`config.mk`:
```
export PLATFORM = sky130hd
export DESIGN_NAME = csr_trap_seq_ysyx_23060136
export DESIGN_NICKNAME = d
export VERILOG_FILES = /design/src/rtl/csr_trap_seq_ysyx_23060136.sv
export SDC_FILE = /design/constraint.sdc
export NUM_CORES = 1
export LEC_CHECK = 0
export CORE_MARGIN = 1.5
export CORE_UTILIZATION = 45
export DETAILED_ROUTE_END_ITERATION = 7
export PLACE_DENSITY = 0.63
export SLEW_MARGIN = 20
export SYNTH_ARGS = -nofsm -noshare
export SYNTH_HDL_FRONTEND = slang
export SYNTH_SLANG_ARGS = --single-unit
```
`constraint.sdc`:
```
create_clock -name clk -period 3.2 [get_ports clk]
set_clock_uncertainty 0.1 [all_clocks]
set_input_delay 0.64 -clock clk [delete_from_list [all_inputs] [get_ports clk]]
set_output_delay 0.64 -clock clk [all_outputs]
set_load 0.05 [all_outputs]
```
`src/rtl/csr_trap_seq_ysyx_23060136.sv`:
```
// csr_trap_seq_ysyx_23060136
//   Machine-mode CSR file with an ECALL/MRET trap sequencer. One request is
//   handled at a time: IDLE -> EXEC -> (TRAP2 for ECALL) -> RESP -> IDLE.
//
// Handshakes: a transfer happens on a rising edge where valid and ready are
//   both high. The producer holds valid and its payload stable until that
//   edge. req_ready is high only in IDLE. resp_valid is high only in RESP.
//   The response payload (resp_rdata, resp_err, redirect_valid, redirect_pc)
//   is held stable until resp_ready is seen.
//
// Ports:
//   clk, rst_n                   clock, async active-low reset
//   req_valid/req_ready          request handshake
//   req_op                       0 CSRRW, 1 CSRRS, 2 CSRRC, 4 ECALL, 5 MRET
//   req_csr_id, req_wdata        CSR address and source operand
//   req_pc                       PC of the requesting instruction
//   resp_valid/resp_ready        response handshake
//   resp_rdata, resp_err         old CSR value / error flag
//   redirect_valid, redirect_pc  PC change request (only with resp_valid)
//   dbg_state                    current FSM state, for debug visibility
module csr_trap_seq_ysyx_23060136 #(
   parameter logic [31:0] MVENDORID = 32'h7973_7978,
   parameter logic [31:0] MARCHID   = 32'h015F_DEA8
) (
   input  logic        clk,
   input  logic        rst_n,
   input  logic        req_valid,
   output logic        req_ready,
   input  logic [2:0]  req_op,
   input  logic [11:0] req_csr_id,
   input  logic [31:0] req_wdata,
   input  logic [31:0] req_pc,
   output logic        resp_valid,
   input  logic        resp_ready,
   output logic [31:0] resp_rdata,
   output logic        resp_err,
   output logic        redirect_valid,
   output logic [31:0] redirect_pc,
   output logic [1:0]  dbg_state
);

   typedef enum logic [1:0] {S_IDLE, S_EXEC, S_TRAP2, S_RESP} state_t;

   localparam logic [2:0] OP_RW = 3'd0, OP_RS = 3'd1, OP_RC = 3'd2,
                          OP_ECALL = 3'd4, OP_MRET = 3'd5;

   localparam logic [11:0] A_MSTATUS = 12'h300, A_MTVEC = 12'h305,
                           A_MEPC = 12'h341, A_MCAUSE = 12'h342,
                           A_MVENDORID = 12'hF11, A_MARCHID = 12'hF12;

   state_t      state, state_nxt;
   logic [2:0]  op_q;
   logic [11:0] csr_q;
   logic [31:0] wdata_q, pc_q;
   logic [31:0] mstatus, mtvec, mepc, mcause;
   logic        redir_q;

   // Decode of the latched request, used only in EXEC.
   logic        is_csr_op, csr_known, csr_ro, csr_wr_req, csr_we, op_err;
   logic [31:0] old_val, new_val;

   always_comb begin
      old_val   = 32'h0;
      csr_known = 1'b1;
      csr_ro    = 1'b0;
      case (csr_q)
         A_MSTATUS:   old_val = mstatus;
         A_MTVEC:     old_val = mtvec;
         A_MEPC:      old_val = mepc;
         A_MCAUSE:    old_val = mcause;
         A_MVENDORID: begin old_val = MVENDORID; csr_ro = 1'b1; end
         A_MARCHID:   begin old_val = MARCHID;   csr_ro = 1'b1; end
         default:     csr_known = 1'b0;
      endcase

      is_csr_op  = (op_q == OP_RW) || (op_q == OP_RS) || (op_q == OP_RC);
      // RS/RC with a zero operand is a pure read, even of read-only CSRs.
      csr_wr_req = (op_q == OP_RW) || (wdata_q != 32'h0);
      csr_we     = is_csr_op && csr_known && !csr_ro && csr_wr_req;
      op_err     = is_csr_op ? (!csr_known || (csr_ro && csr_wr_req))
                             : !((op_q == OP_ECALL) || (op_q == OP_MRET));

      case (op_q)
         OP_RW:   new_val = wdata_q;
         OP_RS:   new_val = old_val | wdata_q;
         default: new_val = old_val & ~wdata_q;
      endcase
      // Trap vector and return address are always word aligned.
      if (csr_q == A_MTVEC || csr_q == A_MEPC) new_val[1:0] = 2'b00;
   end

   // FSM state register.
   always_ff @(posedge clk or negedge rst_n) begin
      if (!rst_n) state <= S_IDLE;
      else        state <= state_nxt;
   end

   // FSM next-state logic.
   always_comb begin
      state_nxt = state;
      case (state)
         S_IDLE:  if (req_valid) state_nxt = S_EXEC;
         S_EXEC:  state_nxt = (op_q == OP_ECALL) ? S_TRAP2 : S_RESP;
         S_TRAP2: state_nxt = S_RESP;
         S_RESP:  if (resp_ready) state_nxt = S_IDLE;
         default: state_nxt = S_IDLE;
      endcase
   end

   // Request latch, CSR state and registered response payload.
   always_ff @(posedge clk or negedge rst_n) begin
      if (!rst_n) begin
         op_q        <= 3'd0;
         csr_q       <= 12'h0;
         wdata_q     <= 32'h0;
         pc_q        <= 32'h0;
         mstatus     <= 32'h0000_1800;
         mtvec       <= 32'h0;
         mepc        <= 32'h0;
         mcause      <= 32'h0;
         resp_rdata  <= 32'h0;
         resp_err    <= 1'b0;
         redir_q     <= 1'b0;
         redirect_pc <= 32'h0;
      end else begin
         case (state)
            S_IDLE: begin
               if (req_valid) begin
                  op_q        <= req_op;
                  csr_q       <= req_csr_id;
                  wdata_q     <= req_wdata;
                  pc_q        <= req_pc;
                  resp_rdata  <= 32'h0;
                  resp_err    <= 1'b0;
                  redir_q     <= 1'b0;
                  redirect_pc <= 32'h0;
               end
            end
            S_EXEC: begin
               if (is_csr_op) begin
                  resp_err   <= op_err;
                  resp_rdata <= op_err ? 32'h0 : old_val;
                  if (csr_we) begin
                     case (csr_q)
                        A_MSTATUS: mstatus <= new_val;
                        A_MTVEC:   mtvec   <= new_val;
                        A_MEPC:    mepc    <= new_val;
                        A_MCAUSE:  mcause  <= new_val;
                        default:   ;
                     endcase
                  end
               end else if (op_q == OP_ECALL) begin
                  mepc   <= {pc_q[31:2], 2'b00};
                  mcause <= 32'd11;
               end else if (op_q == OP_MRET) begin
                  mstatus[3]     <= mstatus[7];
                  mstatus[7]     <= 1'b1;
                  mstatus[12:11] <= 2'b11;
                  redirect_pc    <= mepc;
                  redir_q        <= 1'b1;
               end else begin
                  resp_err <= 1'b1;
               end
            end
            S_TRAP2: begin
               mstatus[7]     <= mstatus[3];
               mstatus[3]     <= 1'b0;
               mstatus[12:11] <= 2'b11;
               redirect_pc    <= mtvec;
               redir_q        <= 1'b1;
            end
            default: ;
         endcase
      end
   end

   assign req_ready      = (state == S_IDLE);
   assign resp_valid     = (state == S_RESP);
   // Gated so a redirect can never be seen without its response.
   assign redirect_valid = redir_q && (state == S_RESP);
   assign dbg_state      = state;

endmodule
```
# [Word level (Yosys, flattened, before mapping)]
# Index checks and enable logic that the tools add are counted.
[totals] out_inout_bits=70 wordCells=124 input_bits=83 ff_bits=275
[classes] eq_ne=27 muxes=47 n_reduce_logical=33 bitwise_logic=3
[ops] op="$mux W32" n=14
[ops] op="$pmux W32 S6" n=1
[ops] op="$pmux W32 S2" n=2
[ops] op="$pmux W32 S3" n=1
[ops] op="$eq A12 B10 Y1 const B" n=4
[ops] op="$and A32 B32 Y32" n=1
[ops] op="$not A32 Y32" n=1
[ops] op="$or A32 B32 Y32" n=1
[ops] op="$reduce_bool A32 Y1" n=1
[ops] op="$mux W13" n=2
[ops] op="$eq A12 B12 Y1 const B" n=2
[ops] op="$reduce_and A4 Y1" n=5
[ops] op="$mux W1" n=15
[ops] op="$mux W2" n=6
[ops] op="$ne A3 B3 Y1 const B" n=4
[ops] op="$ne A2 B2 Y1 const B" n=5
[ops] op="$reduce_and A5 Y1" n=2
[ops] op="$ne A2 B1 Y1 const B" n=4
[ops] op="$pmux W2 S4" n=1
[ops] op="$eq A3 B3 Y1 const B" n=2
[ops] op="$logic_or A1 B1 Y1" n=6
[ops] op="$pmux W1 S2" n=3
[ops] op="$reduce_bool A2 Y1" n=3
[ops] op="$reduce_or A6 Y1" n=1
[ops] op="other kinds (15)" n=23

# [Depth between registers and ports, before layout]
[depth] depth_word=9 mapped_depth=10 depth_no_buf=8

# [Least setup slack after synthesis]
# OpenSTA, ideal clock, no wires.
[synth_path] path_kind="register to register" from="register csr_q[11]" to="register mcause[11]" required_ns=2.973 synth_period_minus_slack_ns=2.825 stages_incl_launch_ff=10 path_slack_ns=0.375 setup_time_ns=0.127 arrival_ns=2.598 n_path_buf=3 path_cell_list="dfrtp_1 > or4_1 > buf_4 > or3_4 > nor4_4 > and3_1 > o21a_1 > buf_4 > buf_8 > mux2_1"
[synth_via] elab_chain_len=8 elab_cells_between_ends=24 cone_classes="eq/ne (8); mux (7); bitwise (2); reduce/logical (7)"
[synth_lines] element="from (decl)" line_no="53" text="logic [11:0] csr_q;"
[synth_lines] element="from (signal assigned)" line_no="130" text="csr_q <= req_csr_id;"
[synth_lines] element="branches (longest 8 deep; another with $pmux W32 S6)"
[synth_lines] element="to (signal assigned)" line_no="148" text="A_MCAUSE: mcause <= new_val;"
[synth_lines] element="to (decl)" line_no="55" text="logic [31:0] mstatus, mtvec, mepc, mcause;"
# Several ways; the timed one is not identified. The select of a mux whose other input is x is not followed.
# A chain may end at the register's enable or synchronous reset.

# [Worst setup path in the final report]
[layout_path] from="register state[1], in the netlist dbg_state[1]" to="output req_ready"
[layout_via] elab_chain_len=1
[layout_lines] element="from (decl)" line_no="51" text="state_t state, state_nxt;"
[layout_lines] element="from (signal assigned)" line_no="95" text="else state <= state_nxt;"
[layout_lines] element="$logic_not A2 Y1" line_no="177" text="assign req_ready = (state == S_IDLE);"
[layout_lines] element="to (decl)" line_no="28" text="output logic req_ready,"
# No other way between the ends.

==> impl_metrics.env <==
export IMPL_areaGrowthSynthToFinish_pct=23.7
export IMPL_grt_max_degree=71
export IMPL_cts_tree="yes"
export IMPL_final_common_cell="dfrtp_1"
export IMPL_fin_area_sq_um=16800
export IMPL_cts_root_buffer="clkbuf_16"
export IMPL_total_power_uw=15900
export IMPL_ys_types=68
export IMPL_grt_pass1_wl_microns=66100
export IMPL_slew_headroom_pct=33.8
export IMPL_clock_sinks=273
export IMPL_muxShareOfSynthArea_pct=11.8
export IMPL_finalHoldViolCount=0
export IMPL_gp_congestion=0.916
export IMPL_grt_total_usage_pct=27.7
export IMPL_detail_route_wirelength_microns=42600
export IMPL_cp_data_arrival_time_ns=2.33
export IMPL_synthCells=1333
export IMPL_post_cts_resized=0
export IMPL_place_detailed_hpwl_microns=29300
export IMPL_num_rows=63
export IMPL_vias=11300
export IMPL_syn_nets=1421
export IMPL_setup_viol=0
export IMPL_syn_area_sq_um=13600
export IMPL_slew_viol_final=0
export IMPL_tns_ns=0
export IMPL_fin_crit_ns=3.07
export IMPL_synthSimpleGateAreaFrac_pct=13.7
export IMPL_cap_viol_max_count=0
export IMPL_drc=0
export IMPL_firstDrtPassIters=6
export IMPL_p_per_area_nw_per_um2=942
export IMPL_clk_latency_ns=0.57
export IMPL_worstPathRequired_ns=2.46
export IMPL_n_antenna_cell=0
export IMPL_routed_via_density=5.99
export IMPL_cts_buffers=30
export IMPL_die_area_sq_um=31300
export IMPL_nets=1568
export IMPL_htreeDepth=1
export IMPL_synth_compound_area_share_pct=19.5
export IMPL_post_cts_setup_buffer_count=0
export IMPL_die_h_microns=177
export IMPL_ant_nets=0
export IMPL_crit_fanout=5
export IMPL_fin_cells=1893
export IMPL_drt_iter0_markers=1255
export IMPL_fp_coreArea_sq_um=29700
export IMPL_endpoint_kind="output pin"
export IMPL_cp_start_kind="flip-flop"
export IMPL_fmax_mhz=326
export IMPL_path_class="flip-flop to output pin"
export IMPL_antenna_found_initial=0
export IMPL_synth_ff_type="dfrtp_1"
export IMPL_synth_warnings=0
export IMPL_tightest_slew_ns=0.991
export IMPL_fillers=2609
export IMPL_rsz0062_at_grt="no"
export IMPL_ios=153
export IMPL_clockBufferDepth=3
export IMPL_peakVddDrop_uv=479
export IMPL_synth_top_family_by_area="compound AO/OA/AOI/OAI gates"
export IMPL_placed_cells=1837
export IMPL_p_leak_uw=0.00710
export IMPL_post_drt_wl_per_cell_microns=22.5
export IMPL_mostFrequentLayoutCells="dfrtp_1 (271), nand2_1 (188), o21ai_0 (150)"
export IMPL_status="finished clean"
export IMPL_synth_edf_count=0
export IMPL_placed_area_sq_um=15800
export IMPL_hold_buffers=1
export IMPL_synthAdderAreaFrac_pct=0.460
export IMPL_ys_ff_latch=273
export IMPL_grt_overflow_total=0
export IMPL_portBuffers=150
export IMPL_min_period_over_period_pct=95.8
export IMPL_die_w_microns=177
export IMPL_clk_pin_slew_worst_paths_ns=0.06
export IMPL_async_reset_ff_share_pct=100
export IMPL_grt_pass1_vias=11100
export IMPL_fin_util_pct=56.7
export IMPL_hold_path_class="flip-flop to flip-flop"
export IMPL_syn_avg_cell_area_sq_um=10.2
export IMPL_yosysSeqAreaShare_pct=50.2
export IMPL_initial_core_util_pct=45.8
export IMPL_drive_above_1_share_pct=15.1
export IMPL_synthXorXnorAreaFrac_pct=0.0644
-- layer usage --
metal | vias up | wire length (microns) | global-route usage [%]
li1 | 5183 | - | -
met1 | 5552 | 19200 | 41.1
met2 | 540 | 17900 | 40.2
met3 | 67 | 4290 | 6.44
met4 | 0 | 1140 | 7.87
met5 | - | 0 | 0
-- power breakdown --
part	switching, uW	internal, uW
sequential	1170	4470
clock	1430	2120
combinational	4070	2590
total	6670	9180
-- synth_stat cells, types with 9 or more instances --
cell / instances / share of area, %
mux2_1: 39 / 3.2
mux2i_1: 20 / 1.5
and2_1: 17 / 0.78
a31oi_1: 15 / 0.69
inv_1: 33 / 0.91
nor2_1: 57 / 1.6
a221o_1: 9 / 0.66
a21o_1: 21 / 1.2
nand2_1: 189 / 5.2
buf_2: 10 / 0.37
and4_1: 10 / 0.64
dfrtp_1: 271 / 50
nor4_1: 21 / 0.97
a31o_2: 9 / 0.58
clkbuf_1: 76 / 2.1
a22o_1: 46 / 3.0
o31ai_1: 15 / 0.83
a22oi_1: 15 / 0.83
o21ai_0: 150 / 5.5
a21oi_1: 37 / 1.4
mux2_2: 86 / 7.1
nand3_1: 15 / 0.55
nand2b_1: 10 / 0.46
a32oi_1: 20 / 1.3
and3_1: 14 / 0.64
-- cell type report --
| type | count | area [sq um] | share of cell area, % |
|---|---|---|---|
| clock buffers | 46 | 882 | 5.24 |
| inverters | 33 | 124 | 0.736 |
| well taps | 390 | 488 | 2.90 |
| clock inverters | 9 | 123 | 0.728 |
| multi-input cells | 926 | 6230 | 37.0 |
| flip-flops and latches | 273 | 6830 | 40.6 |
| repair buffers | 216 | 2150 | 12.8 |
-- through the flow --
stage,setup slack [ns],hold slack [ns]
2_1_floorplan,0.375,0.244
3_3_place_gp,0.305,0.362
3_5_place_dp,0.266,0.370
4_1_cts,0.130,0.383
5_1_grt,0.0788,0.401
6_report,0.134,0.376
-- state kept, by name, indices dropped and copies added (netlist names) --
signal       count
mcause          32
mepc            32
mstatus         32
mtvec           32
redirect_pc     32
resp_rdata      32
wdata_q         32
pc_q            30
csr_q           12
op_q             3
dbg_state        2
redir_q          1
resp_err         1
-- worst max-delay path, cell delays in order, from the launching register on --
cell	delay, ns
dfrtp_1	0.44
inv_1	0.15
ha_1	0.32
clkdlybuf4s50_1	0.87
-- path summary, 6_finish.rpt --
check,start,end,slack [ns],cells past startpoint
worst min-delay path,redirect_pc[0],redirect_pc[0],0.38,2
max in group asynchronous,rst_n,pc_q[11],1.65,3
worst max-delay path,dbg_state[1],req_ready,0.13,3
worst max register to register,csr_q[11],mepc[3],0.23,7
min in group asynchronous,rst_n,redirect_pc[2],0.55,2
worst min register to register,redirect_pc[0],redirect_pc[0],0.38,2
-- cells by family after synthesis --
logic type | after synthesis
multiplexers | 145
adder cells (fa/ha/maj) | 5
flip-flops | 273
buffers and inverters | 134
AO/OA/AOI/OAI | 397
AND/OR/NAND/NOR | 378
XOR/XNOR | 1
Note: power is estimated with default switching activity, not from simulation.
